===== config.mk =====
export PLATFORM = sky130hd
export DESIGN_NAME = id_ex_operand_stage_flat
export DESIGN_NICKNAME = d
export VERILOG_FILES = /design/src/rtl/id_ex_operand_stage_if.sv /design/src/rtl/id_ex_operand_stage.sv /design/src/flat_wrapper.sv
export SDC_FILE = /design/constraint.sdc
export NUM_CORES = 1
export LEC_CHECK = 0
export BUFFER_PORTS_ARGS = -buffer_cell sky130_fd_sc_hd__buf_2
export CELL_PAD_IN_SITES_DETAIL_PLACEMENT = 0
export CELL_PAD_IN_SITES_GLOBAL_PLACEMENT = 1
export CORE_AREA = 5 5 172 174
export DETAILED_ROUTE_END_ITERATION = 7
export DIE_AREA = 0 0 177 179
export GPL_ROUTABILITY_DRIVEN = 0
export PLACE_DENSITY = 0.81
export SETUP_SLACK_MARGIN = 0.05
export SKIP_LAST_GASP = 1
export SLEW_MARGIN = 5
export SYNTH_ARGS = -nofsm -noshare
export SYNTH_HDL_FRONTEND = slang
export SYNTH_SLANG_ARGS = --single-unit
export TNS_END_PERCENT = 5

===== constraint.sdc =====
create_clock -name clk_i -period 3.45 [get_ports clk_i]
set_input_delay 0.8625 -clock clk_i [delete_from_list [all_inputs] [get_ports clk_i]]
set_output_delay 0.8625 -clock clk_i [all_outputs]
set_load 0.01 [all_outputs]

===== src/rtl/id_ex_operand_stage_if.sv =====
// ID/EX operand stage bus.
// Groups the stage's stimulus (stall/flush, decoded ID fields, EX/MEM and
// MEM/WB write-back taps) and its results (ALU operands and control,
// registered EX controls, load-use stall, bubble count).
//   master : the pipeline side that drives ID fields and forwarding taps
//   slave  : the operand stage itself
interface id_ex_operand_stage_if #(
  parameter int DATA_W = 32,
  parameter int REG_AW = 5,
  parameter int CTRL_W = 4,
  parameter int CNT_W  = 16
);
  logic              stall;
  logic              flush;
  logic              id_valid;
  logic [DATA_W-1:0] id_rs1_data;
  logic [DATA_W-1:0] id_rs2_data;
  logic [DATA_W-1:0] id_imm;
  logic [REG_AW-1:0] id_rs1_addr;
  logic [REG_AW-1:0] id_rs2_addr;
  logic [REG_AW-1:0] id_rd_addr;
  logic              id_alusrc;
  logic [CTRL_W-1:0] id_aluctrl;
  logic              id_regwrite;
  logic              id_memread;
  logic              id_memwrite;
  logic              id_memtoreg;
  logic              exmem_regwrite;
  logic [REG_AW-1:0] exmem_rd;
  logic [DATA_W-1:0] exmem_data;
  logic              memwb_regwrite;
  logic [REG_AW-1:0] memwb_rd;
  logic [DATA_W-1:0] memwb_data;

  logic [DATA_W-1:0] alu_data1;
  logic [DATA_W-1:0] alu_data2;
  logic [CTRL_W-1:0] alu_ctrl;
  logic [DATA_W-1:0] ex_store_data;
  logic [REG_AW-1:0] ex_rd;
  logic              ex_valid;
  logic              ex_regwrite;
  logic              ex_memread;
  logic              ex_memwrite;
  logic              ex_memtoreg;
  logic              load_use_stall;
  logic [CNT_W-1:0]  bubble_cnt;

  modport master (
    output stall, flush, id_valid, id_rs1_data, id_rs2_data, id_imm,
           id_rs1_addr, id_rs2_addr, id_rd_addr, id_alusrc, id_aluctrl,
           id_regwrite, id_memread, id_memwrite, id_memtoreg,
           exmem_regwrite, exmem_rd, exmem_data,
           memwb_regwrite, memwb_rd, memwb_data,
    input  alu_data1, alu_data2, alu_ctrl, ex_store_data, ex_rd, ex_valid,
           ex_regwrite, ex_memread, ex_memwrite, ex_memtoreg,
           load_use_stall, bubble_cnt
  );

  modport slave (
    input  stall, flush, id_valid, id_rs1_data, id_rs2_data, id_imm,
           id_rs1_addr, id_rs2_addr, id_rd_addr, id_alusrc, id_aluctrl,
           id_regwrite, id_memread, id_memwrite, id_memtoreg,
           exmem_regwrite, exmem_rd, exmem_data,
           memwb_regwrite, memwb_rd, memwb_data,
    output alu_data1, alu_data2, alu_ctrl, ex_store_data, ex_rd, ex_valid,
           ex_regwrite, ex_memread, ex_memwrite, ex_memtoreg,
           load_use_stall, bubble_cnt
  );
endinterface


===== src/rtl/id_ex_operand_stage.sv =====
// ID/EX pipeline register with operand forwarding.
// Latches decoded operands/controls from ID, resolves RAW hazards from the
// EX/MEM and MEM/WB taps, detects load-use hazards (inserting a bubble and
// asking ID/PC to hold), honours cache stalls and branch flushes.
//   clk_i : clock, rising edge
//   rst_i : synchronous active-high reset
//   bus   : id_ex_operand_stage_if slave (ID fields, forwarding taps, ALU side)
module id_ex_operand_stage #(
  parameter int              DATA_W  = 32,
  parameter int              REG_AW  = 5,
  parameter int              CTRL_W  = 4,
  parameter logic [CTRL_W-1:0] ALU_NOP = 4'b0010,
  parameter int              CNT_W   = 16
) (
  input logic                  clk_i,
  input logic                  rst_i,
  id_ex_operand_stage_if.slave bus
);

  logic              ex_valid;
  logic              ex_regwrite;
  logic              ex_memread;
  logic              ex_memwrite;
  logic              ex_memtoreg;
  logic              ex_alusrc;
  logic [CTRL_W-1:0] ex_ctrl;
  logic [REG_AW-1:0] ex_rd;
  logic [REG_AW-1:0] ex_rs1;
  logic [REG_AW-1:0] ex_rs2;
  logic [DATA_W-1:0] ex_rs1_data;
  logic [DATA_W-1:0] ex_rs2_data;
  logic [DATA_W-1:0] ex_imm;
  logic              flush_pend;
  logic [CNT_W-1:0]  bubble_cnt;

  logic              load_use;
  logic [DATA_W-1:0] fwd_rs1;
  logic [DATA_W-1:0] fwd_rs2;

  assign load_use = ex_valid && ex_memread && (ex_rd != '0) &&
                    ((ex_rd == bus.id_rs1_addr) || (ex_rd == bus.id_rs2_addr)) &&
                    bus.id_valid && !bus.stall;

  always_ff @(posedge clk_i) begin
    if (rst_i) begin
      ex_valid    <= 1'b0;
      ex_regwrite <= 1'b0;
      ex_memread  <= 1'b0;
      ex_memwrite <= 1'b0;
      ex_memtoreg <= 1'b0;
      ex_alusrc   <= 1'b0;
      ex_ctrl     <= ALU_NOP;
      ex_rd       <= '0;
      ex_rs1      <= '0;
      ex_rs2      <= '0;
      ex_rs1_data <= '0;
      ex_rs2_data <= '0;
      ex_imm      <= '0;
      flush_pend  <= 1'b0;
      bubble_cnt  <= '0;
    end else if (bus.stall) begin
      // A flush arriving while the cache holds us must not be lost.
      if (bus.flush) flush_pend <= 1'b1;
    end else if (bus.flush || flush_pend || load_use) begin
      // Squash and load-use bubble share the same control clear; data
      // registers keep their old contents since nothing consumes them.
      ex_valid    <= 1'b0;
      ex_regwrite <= 1'b0;
      ex_memread  <= 1'b0;
      ex_memwrite <= 1'b0;
      ex_memtoreg <= 1'b0;
      ex_ctrl     <= ALU_NOP;
      flush_pend  <= 1'b0;
      // Only load-use bubbles are counted, never flush squashes.
      if (!(bus.flush || flush_pend) && (bubble_cnt != '1))
        bubble_cnt <= bubble_cnt + {{(CNT_W-1){1'b0}}, 1'b1};
    end else begin
      ex_valid    <= bus.id_valid;
      ex_regwrite <= bus.id_regwrite;
      ex_memread  <= bus.id_memread;
      ex_memwrite <= bus.id_memwrite;
      ex_memtoreg <= bus.id_memtoreg;
      ex_alusrc   <= bus.id_alusrc;
      ex_ctrl     <= bus.id_aluctrl;
      ex_rd       <= bus.id_rd_addr;
      ex_rs1      <= bus.id_rs1_addr;
      ex_rs2      <= bus.id_rs2_addr;
      ex_rs1_data <= bus.id_rs1_data;
      ex_rs2_data <= bus.id_rs2_data;
      ex_imm      <= bus.id_imm;
    end
  end

  // EX/MEM is the younger producer, so it is checked first.
  always_comb begin
    fwd_rs1 = ex_rs1_data;
    if (bus.exmem_regwrite && (bus.exmem_rd != '0) && (bus.exmem_rd == ex_rs1))
      fwd_rs1 = bus.exmem_data;
    else if (bus.memwb_regwrite && (bus.memwb_rd != '0) && (bus.memwb_rd == ex_rs1))
      fwd_rs1 = bus.memwb_data;

    fwd_rs2 = ex_rs2_data;
    if (bus.exmem_regwrite && (bus.exmem_rd != '0) && (bus.exmem_rd == ex_rs2))
      fwd_rs2 = bus.exmem_data;
    else if (bus.memwb_regwrite && (bus.memwb_rd != '0) && (bus.memwb_rd == ex_rs2))
      fwd_rs2 = bus.memwb_data;
  end

  assign bus.alu_data1      = fwd_rs1;
  assign bus.alu_data2      = ex_alusrc ? ex_imm : fwd_rs2;
  assign bus.alu_ctrl       = ex_ctrl;
  assign bus.ex_store_data  = fwd_rs2;
  assign bus.ex_rd          = ex_rd;
  assign bus.ex_valid       = ex_valid;
  assign bus.ex_regwrite    = ex_regwrite;
  assign bus.ex_memread     = ex_memread;
  assign bus.ex_memwrite    = ex_memwrite;
  assign bus.ex_memtoreg    = ex_memtoreg;
  assign bus.load_use_stall = load_use;
  assign bus.bubble_cnt     = bubble_cnt;

endmodule

===== src/flat_wrapper.sv =====
// flat-port wrapper written by rule: the top's interface ports become plain ports
module id_ex_operand_stage_flat 
#(
  parameter int              DATA_W  = 32,
  parameter int              REG_AW  = 5,
  parameter int              CTRL_W  = 4,
  parameter logic [CTRL_W-1:0] ALU_NOP = 4'b0010,
  parameter int              CNT_W   = 16
)
  (clk_i, rst_i, bus_stall, bus_flush, bus_id_valid, bus_id_rs1_data, bus_id_rs2_data, bus_id_imm, bus_id_rs1_addr, bus_id_rs2_addr, bus_id_rd_addr, bus_id_alusrc, bus_id_aluctrl, bus_id_regwrite, bus_id_memread, bus_id_memwrite, bus_id_memtoreg, bus_exmem_regwrite, bus_exmem_rd, bus_exmem_data, bus_memwb_regwrite, bus_memwb_rd, bus_memwb_data, bus_alu_data1, bus_alu_data2, bus_alu_ctrl, bus_ex_store_data, bus_ex_rd, bus_ex_valid, bus_ex_regwrite, bus_ex_memread, bus_ex_memwrite, bus_ex_memtoreg, bus_load_use_stall, bus_bubble_cnt);
  id_ex_operand_stage_if #(.DATA_W(DATA_W), .REG_AW(REG_AW), .CTRL_W(CTRL_W), .CNT_W(CNT_W)) bus_i ();
  input logic clk_i;
  input logic rst_i;
  input wire logic [$bits(bus_i.stall)-1:0] bus_stall;
  input wire logic [$bits(bus_i.flush)-1:0] bus_flush;
  input wire logic [$bits(bus_i.id_valid)-1:0] bus_id_valid;
  input wire logic [$bits(bus_i.id_rs1_data)-1:0] bus_id_rs1_data;
  input wire logic [$bits(bus_i.id_rs2_data)-1:0] bus_id_rs2_data;
  input wire logic [$bits(bus_i.id_imm)-1:0] bus_id_imm;
  input wire logic [$bits(bus_i.id_rs1_addr)-1:0] bus_id_rs1_addr;
  input wire logic [$bits(bus_i.id_rs2_addr)-1:0] bus_id_rs2_addr;
  input wire logic [$bits(bus_i.id_rd_addr)-1:0] bus_id_rd_addr;
  input wire logic [$bits(bus_i.id_alusrc)-1:0] bus_id_alusrc;
  input wire logic [$bits(bus_i.id_aluctrl)-1:0] bus_id_aluctrl;
  input wire logic [$bits(bus_i.id_regwrite)-1:0] bus_id_regwrite;
  input wire logic [$bits(bus_i.id_memread)-1:0] bus_id_memread;
  input wire logic [$bits(bus_i.id_memwrite)-1:0] bus_id_memwrite;
  input wire logic [$bits(bus_i.id_memtoreg)-1:0] bus_id_memtoreg;
  input wire logic [$bits(bus_i.exmem_regwrite)-1:0] bus_exmem_regwrite;
  input wire logic [$bits(bus_i.exmem_rd)-1:0] bus_exmem_rd;
  input wire logic [$bits(bus_i.exmem_data)-1:0] bus_exmem_data;
  input wire logic [$bits(bus_i.memwb_regwrite)-1:0] bus_memwb_regwrite;
  input wire logic [$bits(bus_i.memwb_rd)-1:0] bus_memwb_rd;
  input wire logic [$bits(bus_i.memwb_data)-1:0] bus_memwb_data;
  output wire logic [$bits(bus_i.alu_data1)-1:0] bus_alu_data1;
  output wire logic [$bits(bus_i.alu_data2)-1:0] bus_alu_data2;
  output wire logic [$bits(bus_i.alu_ctrl)-1:0] bus_alu_ctrl;
  output wire logic [$bits(bus_i.ex_store_data)-1:0] bus_ex_store_data;
  output wire logic [$bits(bus_i.ex_rd)-1:0] bus_ex_rd;
  output wire logic [$bits(bus_i.ex_valid)-1:0] bus_ex_valid;
  output wire logic [$bits(bus_i.ex_regwrite)-1:0] bus_ex_regwrite;
  output wire logic [$bits(bus_i.ex_memread)-1:0] bus_ex_memread;
  output wire logic [$bits(bus_i.ex_memwrite)-1:0] bus_ex_memwrite;
  output wire logic [$bits(bus_i.ex_memtoreg)-1:0] bus_ex_memtoreg;
  output wire logic [$bits(bus_i.load_use_stall)-1:0] bus_load_use_stall;
  output wire logic [$bits(bus_i.bubble_cnt)-1:0] bus_bubble_cnt;
  assign bus_i.stall = bus_stall;
  assign bus_i.flush = bus_flush;
  assign bus_i.id_valid = bus_id_valid;
  assign bus_i.id_rs1_data = bus_id_rs1_data;
  assign bus_i.id_rs2_data = bus_id_rs2_data;
  assign bus_i.id_imm = bus_id_imm;
  assign bus_i.id_rs1_addr = bus_id_rs1_addr;
  assign bus_i.id_rs2_addr = bus_id_rs2_addr;
  assign bus_i.id_rd_addr = bus_id_rd_addr;
  assign bus_i.id_alusrc = bus_id_alusrc;
  assign bus_i.id_aluctrl = bus_id_aluctrl;
  assign bus_i.id_regwrite = bus_id_regwrite;
  assign bus_i.id_memread = bus_id_memread;
  assign bus_i.id_memwrite = bus_id_memwrite;
  assign bus_i.id_memtoreg = bus_id_memtoreg;
  assign bus_i.exmem_regwrite = bus_exmem_regwrite;
  assign bus_i.exmem_rd = bus_exmem_rd;
  assign bus_i.exmem_data = bus_exmem_data;
  assign bus_i.memwb_regwrite = bus_memwb_regwrite;
  assign bus_i.memwb_rd = bus_memwb_rd;
  assign bus_i.memwb_data = bus_memwb_data;
  assign bus_alu_data1 = bus_i.alu_data1;
  assign bus_alu_data2 = bus_i.alu_data2;
  assign bus_alu_ctrl = bus_i.alu_ctrl;
  assign bus_ex_store_data = bus_i.ex_store_data;
  assign bus_ex_rd = bus_i.ex_rd;
  assign bus_ex_valid = bus_i.ex_valid;
  assign bus_ex_regwrite = bus_i.ex_regwrite;
  assign bus_ex_memread = bus_i.ex_memread;
  assign bus_ex_memwrite = bus_i.ex_memwrite;
  assign bus_ex_memtoreg = bus_i.ex_memtoreg;
  assign bus_load_use_stall = bus_i.load_use_stall;
  assign bus_bubble_cnt = bus_i.bubble_cnt;
  id_ex_operand_stage #(.DATA_W(DATA_W), .REG_AW(REG_AW), .CTRL_W(CTRL_W), .ALU_NOP(ALU_NOP), .CNT_W(CNT_W)) u_core (.clk_i(clk_i), .rst_i(rst_i), .bus(bus_i));
endmodule

==> flow_summary_export.csv, run 1 <==
group,metric,value,unit
clock_network,cts_hold_buf,0,
route,vias,11700,
route,viasPerCell,6.00,
global_routing,grt_max_degree,219,
clock_network,clk-insertion-delay-late,0.43,ns
power,powerDensity,382,mW/mm^2
timing,skew,0.0123,ns
timing,fin_crit_sh,1.04,
placed_design,hpwl,29700,um
critical_path,cpPeakStageDelay,0.58,ns
route,routed_wl,41900,um
yosys,synth_compound_gate_area_share,0.308,
route,drtIter0Drc,1314,
timing,final.setup.worst_slack,-0.127,ns
min_path,hold_class,"reg2reg",
placed_design,portBuffers,327,
status,violations,"negative setup slack",
floorplan,die_y,179,um
timing,fin_tns_setup,-5.06,ns
floorplan,core_region_area,0.0276,mm^2
yosys,synthFlopType,"dfxtp_1",
yosys,synth_nets,1474,
yosys,synth_xor_xnor_area_share,0.0253,
power,ir_drop,0.204,mV
yosys,synthArstFlopShare,0,
global_routing,grt_antenna_before_repair,29,
critical_path,worstPathRequired,2.59,ns
run,maxCapViolations,0,
placed_design,place_inst,1892,
global_routing,grt_pass1_vias,10700,
clock_network,cts_inserted_buffers,17,
yosys,synth_top_area_frac,0.266,
yosys,synth_cells,1272,
floorplan,dieArea,0.0317,mm^2
yosys,synth_top_family_by_area,"compound AO/OA/AOI/OAI gates",
critical_path,critPathSlowestCell,"or4_4",
power,power_leakage,4.90,nW
global_routing,overflow,0,
layout,drive_gt1_frac,0.338,
layout,area_growth,29.9,%
critical_path,crit_path_cell_trace,"buf_6 -> or4_4 -> o211ai_4 -> buf_12 -> clkbuf_16 -> o21ai_1 -> a31oi_4 -> mux2_2 -> buf_2",
critical_path,r2r_setup_slack,1.08,ns
yosys,yosysWarnings,0,
yosys,muxShareOfSynthArea,0.0763,
timing,fmax,280,MHz
timing,final-setup-viol-count,70,
yosys,synth-simple-area-share,0.253,
timing,holdWs,0.477,ns
timing,hold_viol,0,
yosys,postSynthAreaPerCell,8.16,um^2
layout,final_cells,1945,
yosys,yosysUniqueCellTypes,56,
timing,rsz0062_at_grt,"true",
floorplan,rows,61,
timing,period_minus_slack,3.58,ns
critical_path,path_class,"in2out",
clock_network,htreeDepth,4,
layout,fill_cells,2740,
clock_network,cts_sinks,138,
clock_network,cts_buffer_depth,2,
route,dr.pass1.iters,6,
status,status,"finished, violations left",
route,wire_per_inst,21.5,um
clock_network,cts_tree,"yes",
floorplan,initial_core_util,0.376,
yosys,ys_ff_latch,138,
clock_network,root_buffer,"clkbuf_16",
timing,slew_violations,0,
yosys,synthTopCellsByArea,"dfxtp_1 (27%), a32oi_1 (9.4%), o311ai_1 (9.1%)",
yosys,synth_edf_count,0,
route,drtAntennaViolNets,0,
yosys,synth_area,0.0104,mm^2
timing,slew_headroom,0.385,
yosys,post-synth-top-count-cell,"nand2_1",
critical_path,cp-end-kind,"output port",
yosys,synthTopCellsByCount,"nand2_1 (233), dfxtp_1 (138), a32oi_1 (112), nor3b_1 (112)",
clock_network,cts.clk_slew.worst_paths,0.07,ns
floorplan,num_io_pins,328,
global_routing,grt_first_pass_wirelength,63100,um
yosys,synth_top_area_cell,"dfxtp_1",
floorplan,die_w,177,um
timing,tightest_slew,0.923,ns
layout,fin_nets,1741,
yosys,synth_adder_area_share,0.00121,
critical_path,cp_max_fo,6,
critical_path,crit_arrival,2.71,ns
critical_path,startpoint_type,"primary input",
placed_design,place_ws,-0.164,ns
yosys,synth-seq-area-share,0.266,
global_routing,grt_use_total,0.251,
route,drc,0,
[worst max-delay path, delay by kind of cell]
family | cells | cell delay (ns)
muxes | 1 | 0.17
and+or+nand+nor | 1 | 0.58
AOI/OAI and AO/OA | 3 | 0.55
buffers and inverters | 4 | 0.53
[kinds of logic (layout without fill, tap and decap cells)]
group,Yosys count,in the layout
fa+ha+maj,1,1
buf+inv,159,439
other cells,0,15
flops,138,138
simple gates,517,517
xor+xnor,30,30
compound gates,353,353
mux,74,74
[sequential cells by signal, summed over array words and instances, names as in the netlist]
register	count
u_core.bus.ex_memtoreg	1
u_core.ex_rs1	5
u_core.ex_imm	32
u_core.ex_alusrc	1
u_core.bus.ex_memread	1
u_core.bus.ex_valid	1
u_core.bus.ex_memwrite	1
u_core.flush_pend	1
u_core.ex_rs2_data	32
u_core.bus.bubble_cnt	16
u_core.ex_rs1_data	32
u_core.bus.ex_rd	5
u_core.bus.alu_ctrl	4
u_core.ex_rs2	5
u_core.bus.ex_regwrite	1
[power breakdown]
group / internal [mW] / total [mW] / switching, mW / leakage [nW]
Sequential: 1.72 / 1.85 / 0.136 / 1.13
Clock: 0.966 / 1.85 / 0.884 / 0.285
Combinational: 0.660 / 1.45 / 0.789 / 3.48
Total: 3.34 / 5.15 / 1.81 / 4.90
[worst paths after layout]
path | to | startpoint | cells past startpoint
min reg2reg | u_core.bus.ex_memwrite | u_core.bus.ex_memwrite | 1
max | bus_alu_data2[19] | bus_memwb_rd[0] | 9
min | u_core.bus.ex_memwrite | u_core.bus.ex_memwrite | 1
max reg2reg | u_core.bus.bubble_cnt[9] | u_core.bus.ex_rd[1] | 6
[timing repair]
| item | in CTS | in global routing |
|---|---|---|
| endpoints found under the setup margin | 85 | 96 |
| buffers inserted | 1 | 0 |
| pin swaps | 5 | 5 |
| gates cloned | 4 | 1 |
| endpoints found under the hold margin | 0 | 0 |
| gates resized for setup | 19 | 1 |
[metrics by stage]
stage                     power [mW]  utilization  area [um^2]
after global placement          3.24        0.456        12600
final                           5.15        0.488        13500
after global routing            5.36        0.488        13500
after CTS                       5.15        0.486        13400
after detailed placement        3.27        0.456        12600
after floorplan                 2.65            -        10400
[routing by layer]
metal	wire, um	track usage	up-vias
met3	3670	0.0755	105
met1	18200	0.335	5620
met5	156	0	-
li1	-	-	5477
met4	1390	0.0986	30
met2	18500	0.381	445
[cell type report]
type                       count  area (um^2)  share of cell area
antenna                       15         37.5             0.00278
clock buffer                  17          425              0.0315
clock inverter                15          146              0.0109
inverter                       2         12.5            0.000928
multi-input combinational    975         7000               0.519
sequential                   138         2760               0.205
tap                          378          473              0.0351
timing repair buffer         405         2620               0.195
[cells in the final DEF, fill, tap and decap left out, types with 23 or more instances in the layout]
master    count
mux2_2       32
a21oi_1      35
nor2_1       47
o311ai_1    108
xnor2_1      23
a32oi_1     112
dfxtp_1     138
o21ai_1      27
a31oi_4      30
buf_4        53
nand2_1     233
nand3_1      46
nor3_1       39
buf_2       322
mux2i_1      32
nor3b_1     112
Power figures use the tool's default switching activity.
==> run 2, diff against run 1 <==
Settings changed: CORE_AREA 5 5 172 174 to 5 5 141 211, DIE_AREA 0 0 177 179 to 0 0 146 216.
==> flow_summary_export.csv, run 2 (synthesis results as in run 1) <==
group,metric,value,unit
clock_network,cts_setup_buffers,0,
placed_design,place_inst,1833,
status,violations,"negative setup slack",
timing,tightest_slew,0.946,ns
global_routing,grt_pass1_vias,10400,
power,power.switching,1.65,mW
floorplan,rows,75,
layout,final_cells,1878,
layout,area_growth,25.7,%
route,dr.pass1.iters,7,
timing,rsz0062_at_grt,"true",
power,p_int,3.51,mW
min_path,hold_class,"reg2reg",
min_path,hold_path_depth,1,
route,viasPerCell,6.04,
route,vias,11300,
global_routing,grt_use_total,0.238,
floorplan,num_io_pins,328,
clock_network,clk-insertion-delay-late,0.43,ns
status,status,"finished, violations left",
floorplan,die_w,146,um
layout,final_common_cell,"buf_2",
timing,fin_tns_setup,-3.56,ns
route,drtAntennaViolNets,0,
timing,final.setup.worst_slack,-0.124,ns
timing,fin_crit_sh,1.04,
timing,final-setup-viol-count,44,
clock_network,cts_sinks,138,
global_routing,grt_max_degree,225,
floorplan,initial_core_util,0.375,
timing,slew_violations,0,
layout,top_regs,"u_core.ex_imm (32), u_core.ex_rs1_data (32), u_core.ex_rs2_data (32)",
power,p_clk_frac,0.378,
critical_path,reg2reg_depth,6,
critical_path,path_class,"in2out",
clock_network,root_buffer,"clkbuf_16",
critical_path,crit_arrival,2.71,ns
critical_path,cp-end-kind,"output port",
timing,skew,0.00589,ns
placed_design,hpwl,28700,um
timing,holdWs,0.474,ns
clock_network,htreeDepth,4,
route,drc,0,
floorplan,core_region_area,0.0277,mm^2
layout,final_cell_mix,"buf_2 (323), nand2_1 (233), dfxtp_1 (137)",
clock_network,cts.clk_slew.worst_paths,0.06,ns
layout,fin_nets,1709,
route,wire_per_inst,21.5,um
critical_path,cp_max_fo,32,
floorplan,die_y,216,um
critical_path,startpoint_type,"primary input",
route,drtIter0Drc,973,
global_routing,grt_antenna_before_repair,21,
global_routing,grt_first_pass_wirelength,60000,um
run,maxCapViolations,0,
power,p_total,5.15,mW
power,powerDensity,395,mW/mm^2
route,routed_wl,40400,um
clock_network,cts_buffer_depth,2,
layout,utilization,0.471,
timing,fmax,280,MHz
global_routing,overflow,0,
timing,hold_viol,0,
clock_network,cts_tree,"yes",
placed_design,portBuffers,327,
timing,slew_headroom,0.369,
timing,period_minus_slack,3.57,ns
power,seq_power_share,0.362,
power,power_leakage,4.68,nW
power,ir_drop,0.339,mV
critical_path,worstPathRequired,2.59,ns
power,pwr-share-comb,0.260,
clock_network,cts_inserted_buffers,17,
floorplan,dieArea,0.0315,mm^2
power,swShare,0.320,
layout,drive_gt1_frac,0.322,
[run 2: worst paths after layout]
path                                             start                        to  slack (ns)
worst max-delay path                   bus_memwb_rd[0]         bus_alu_data2[12]       -0.12
worst min-delay path            u_core.bus.ex_memwrite    u_core.bus.ex_memwrite        0.47
worst max register to register     u_core.bus.ex_rd[0]  u_core.bus.bubble_cnt[9]        1.07
worst min register to register  u_core.bus.ex_memwrite    u_core.bus.ex_memwrite        0.47
[run 2: cell type report]
type                       instances  area, um^2
clock buffer                      22         474
fill                            2711       14600
sequential                       138        2760
inverter                           2        12.5
tap                              346         433
timing repair buffer             373        2220
antenna                           12        30.0
clock inverter                    10         141
multi-input combinational        975        6970
[run 2: routing by layer]
metal | share of wire | vias up | track usage
li1 | - | 5390 | -
met4 | 0.032 | 18 | 0.0929
met1 | 0.41 | 5359 | 0.294
met2 | 0.47 | 478 | 0.386
met3 | 0.084 | 90 | 0.0753
met5 | 0.0030 | - | 0
[run 2: repair_timing]
action / CTS / global route
pin swaps: 0 / 2
gates resized for setup: 1 / 8
hold buffers: 0 / 0
gates cloned: 0 / 1
endpoints found under the setup margin: 59 / 94
[run 2: metrics by stage]
| step | instance area (um^2) | worst slack [ns] |
|---|---|---|
| after global placement | 12300 | -0.128 |
| after detailed placement | 12300 | -0.143 |
| after CTS | 13000 | -0.122 |
| after floorplan | 10400 | 0.151 |
| after global routing | 13000 | -0.163 |
| final | 13000 | -0.124 |
[run 2: power groups by stage]
stage / combinational [mW] / clock, mW / sequential [mW]
2_1_floorplan: 0.817 / 0 / 1.83
3_3_place_gp: 1.31 / 0 / 1.89
3_5_place_dp: 1.32 / 0 / 1.89
4_1_cts: 1.33 / 1.98 / 1.86
5_1_grt: 1.44 / 2.05 / 1.87
6_report: 1.34 / 1.95 / 1.86
[run 2: worst max-delay path, cell delays in order]
cell     delay [ns]
buf_2          0.12
xor2_1         0.18
or4b_4         0.57
buf_12         0.18
o21ai_1        0.24
a31oi_4        0.13
mux2_2         0.27
buf_2          0.14
==> run 3, diff against run 2 <==
Settings changed: RECOVER_POWER set to 25.
==> flow_summary_export.csv, run 3 (synthesis results as in run 1) <==
group,metric,value,unit
status,status,"finished, violations left",
status,violations,"negative setup slack",
critical_path,critPathTopFamily,"simple AND/OR/NAND/NOR gates",
timing,holdWs,0.477,ns
timing,tightest_slew,1.23,ns
global_routing,grt_antenna_before_repair,21,
placed_design,place_ws,-0.143,ns
clock_network,root_buffer,"clkbuf_16",
layout,fill_cells,2741,
floorplan,die_w,146,um
timing,slew_headroom,0.172,
route,drtAntennaViolNets,0,
route,drc,0,
clock_network,clk-insertion-delay-late,0.43,ns
placed_design,placed_area,0.0123,mm^2
critical_path,cp-end-kind,"output port",
route,dr.pass1.iters,5,
layout,fin_nets,1709,
global_routing,overflow,0,
timing,final-setup-viol-count,44,
route,viasPerCell,6.05,
power,powerDensity,396,mW/mm^2
power,ir_drop,0.339,mV
timing,fin_crit_sh,1.04,
layout,final_cell_mix,"buf_2 (292), nand2_1 (233), dfxtp_1 (137)",
timing,fmax,280,MHz
clock_network,cts_sinks,138,
critical_path,cp_max_fo,32,
clock_network,cts_hold_buf,0,
floorplan,initial_core_util,0.375,
critical_path,crit_path_cell_trace,"buf_2 -> xor2_1 -> or4b_4 -> buf_12 -> o21ai_1 -> a31oi_4 -> mux2_2 -> buf_2",
route,wire_per_inst,21.5,um
timing,skew,0.00621,ns
route,routed_wl,40400,um
layout,top_regs,"u_core.ex_imm (32), u_core.ex_rs1_data (32), u_core.ex_rs2_data (32)",
route,vias,11400,
critical_path,cp_common_cell,"buf_2",
layout,area_growth,25.1,%
placed_design,portBuffers,327,
floorplan,num_io_pins,328,
timing,final.setup.worst_slack,-0.127,ns
placed_design,hpwl,28700,um
floorplan,rows,75,
floorplan,dieArea,0.0315,mm^2
layout,drive_gt1_frac,0.301,
global_routing,grt_use_total,0.238,
global_routing,grt_max_degree,225,
timing,period_minus_slack,3.58,ns
timing,rsz0062_at_grt,"true",
min_path,hold_class,"reg2reg",
route,drtIter0Drc,951,
critical_path,worstPathRequired,2.59,ns
clock_network,cts.clk_slew.worst_paths,0.06,ns
critical_path,crit_arrival,2.71,ns
floorplan,die_y,216,um
critical_path,path_buf_inv,3,
global_routing,grt_first_pass_wirelength,60000,um
critical_path,critPathSlowestCell,"or4b_4",
power,power_leakage,4.54,nW
timing,slew_violations,0,
critical_path,startpoint_type,"primary input",
clock_network,cts_inserted_buffers,17,
floorplan,core_region_area,0.0277,mm^2
global_routing,grt_pass1_vias,10400,
run,maxCapViolations,0,
clock_network,htreeDepth,4,
critical_path,cpPeakStageDelay,0.57,ns
layout,fin_area,0.0130,mm^2
clock_network,cts_tree,"yes",
clock_network,cts_buffer_depth,2,
timing,hold_viol,0,
layout,final_common_cell,"buf_2",
critical_path,path_class,"in2out",
run 3: cell count changes in the layout (fill, tap and decap cells not counted), sizes merged:
cell    delta
buf       -33
clkbuf    +33
run 3: what timing repair did:
action	CTS	global route
setup buffers	0	0
setup endpoints to repair	59	94
gates cloned	0	1
pin swaps	0	2
resized for setup	1	8
run 3: path summary, 6_finish.rpt:
kind                                from                     end  slack (ns)  cells after the start
setup reg to reg     u_core.bus.ex_rd[0]     u_core.bus.ex_valid        0.81                      4
hold reg to reg   u_core.bus.ex_memwrite  u_core.bus.ex_memwrite        0.48                      1
hold / removal    u_core.bus.ex_memwrite  u_core.bus.ex_memwrite        0.48                      1
setup / recovery         bus_memwb_rd[0]       bus_alu_data2[12]       -0.13                      8
run 3: through the flow:
step | std cells | utilization | power, mW | TNS, ns
after floorplan | 1272 | - | 2.65 | 0
after global placement | 1833 | 0.446 | 3.19 | -3.28
after detailed placement | 1833 | 0.446 | 3.22 | -3.72
after CTS | 1865 | 0.468 | 5.17 | -3.79
after global routing | 1873 | 0.469 | 5.36 | -6.69
final | 1878 | 0.469 | 5.15 | -3.61
run 3: per-layer routing:
metal	global-route usage	wire length, um	part of all wire
met5	0	121	0.0030
met4	0.0929	1370	0.034
met3	0.0753	3360	0.083
met2	0.386	19100	0.47
met1	0.294	16500	0.41
run 3: layout make-up:
class                      count  area [um^2]  area share
tap                          346          433      0.0333
multi-input combinational    975         6960       0.536
inverter                       2         12.5    0.000964
timing repair buffer         373         2170       0.167
sequential                   138         2760       0.213
antenna                       12         30.0     0.00231
clock buffer                  22          474      0.0365
clock inverter                10          141      0.0109
run 3: report_power, final:
| part | total (mW) | switching [mW] | internal, mW | leakage, nW |
|---|---|---|---|---|
| Combinational | 1.33 | 0.747 | 0.586 | 3.11 |
| Clock | 1.95 | 0.753 | 1.20 | 0.296 |
| Sequential | 1.86 | 0.146 | 1.72 | 1.13 |
| Total | 5.15 | 1.65 | 3.50 | 4.54 |
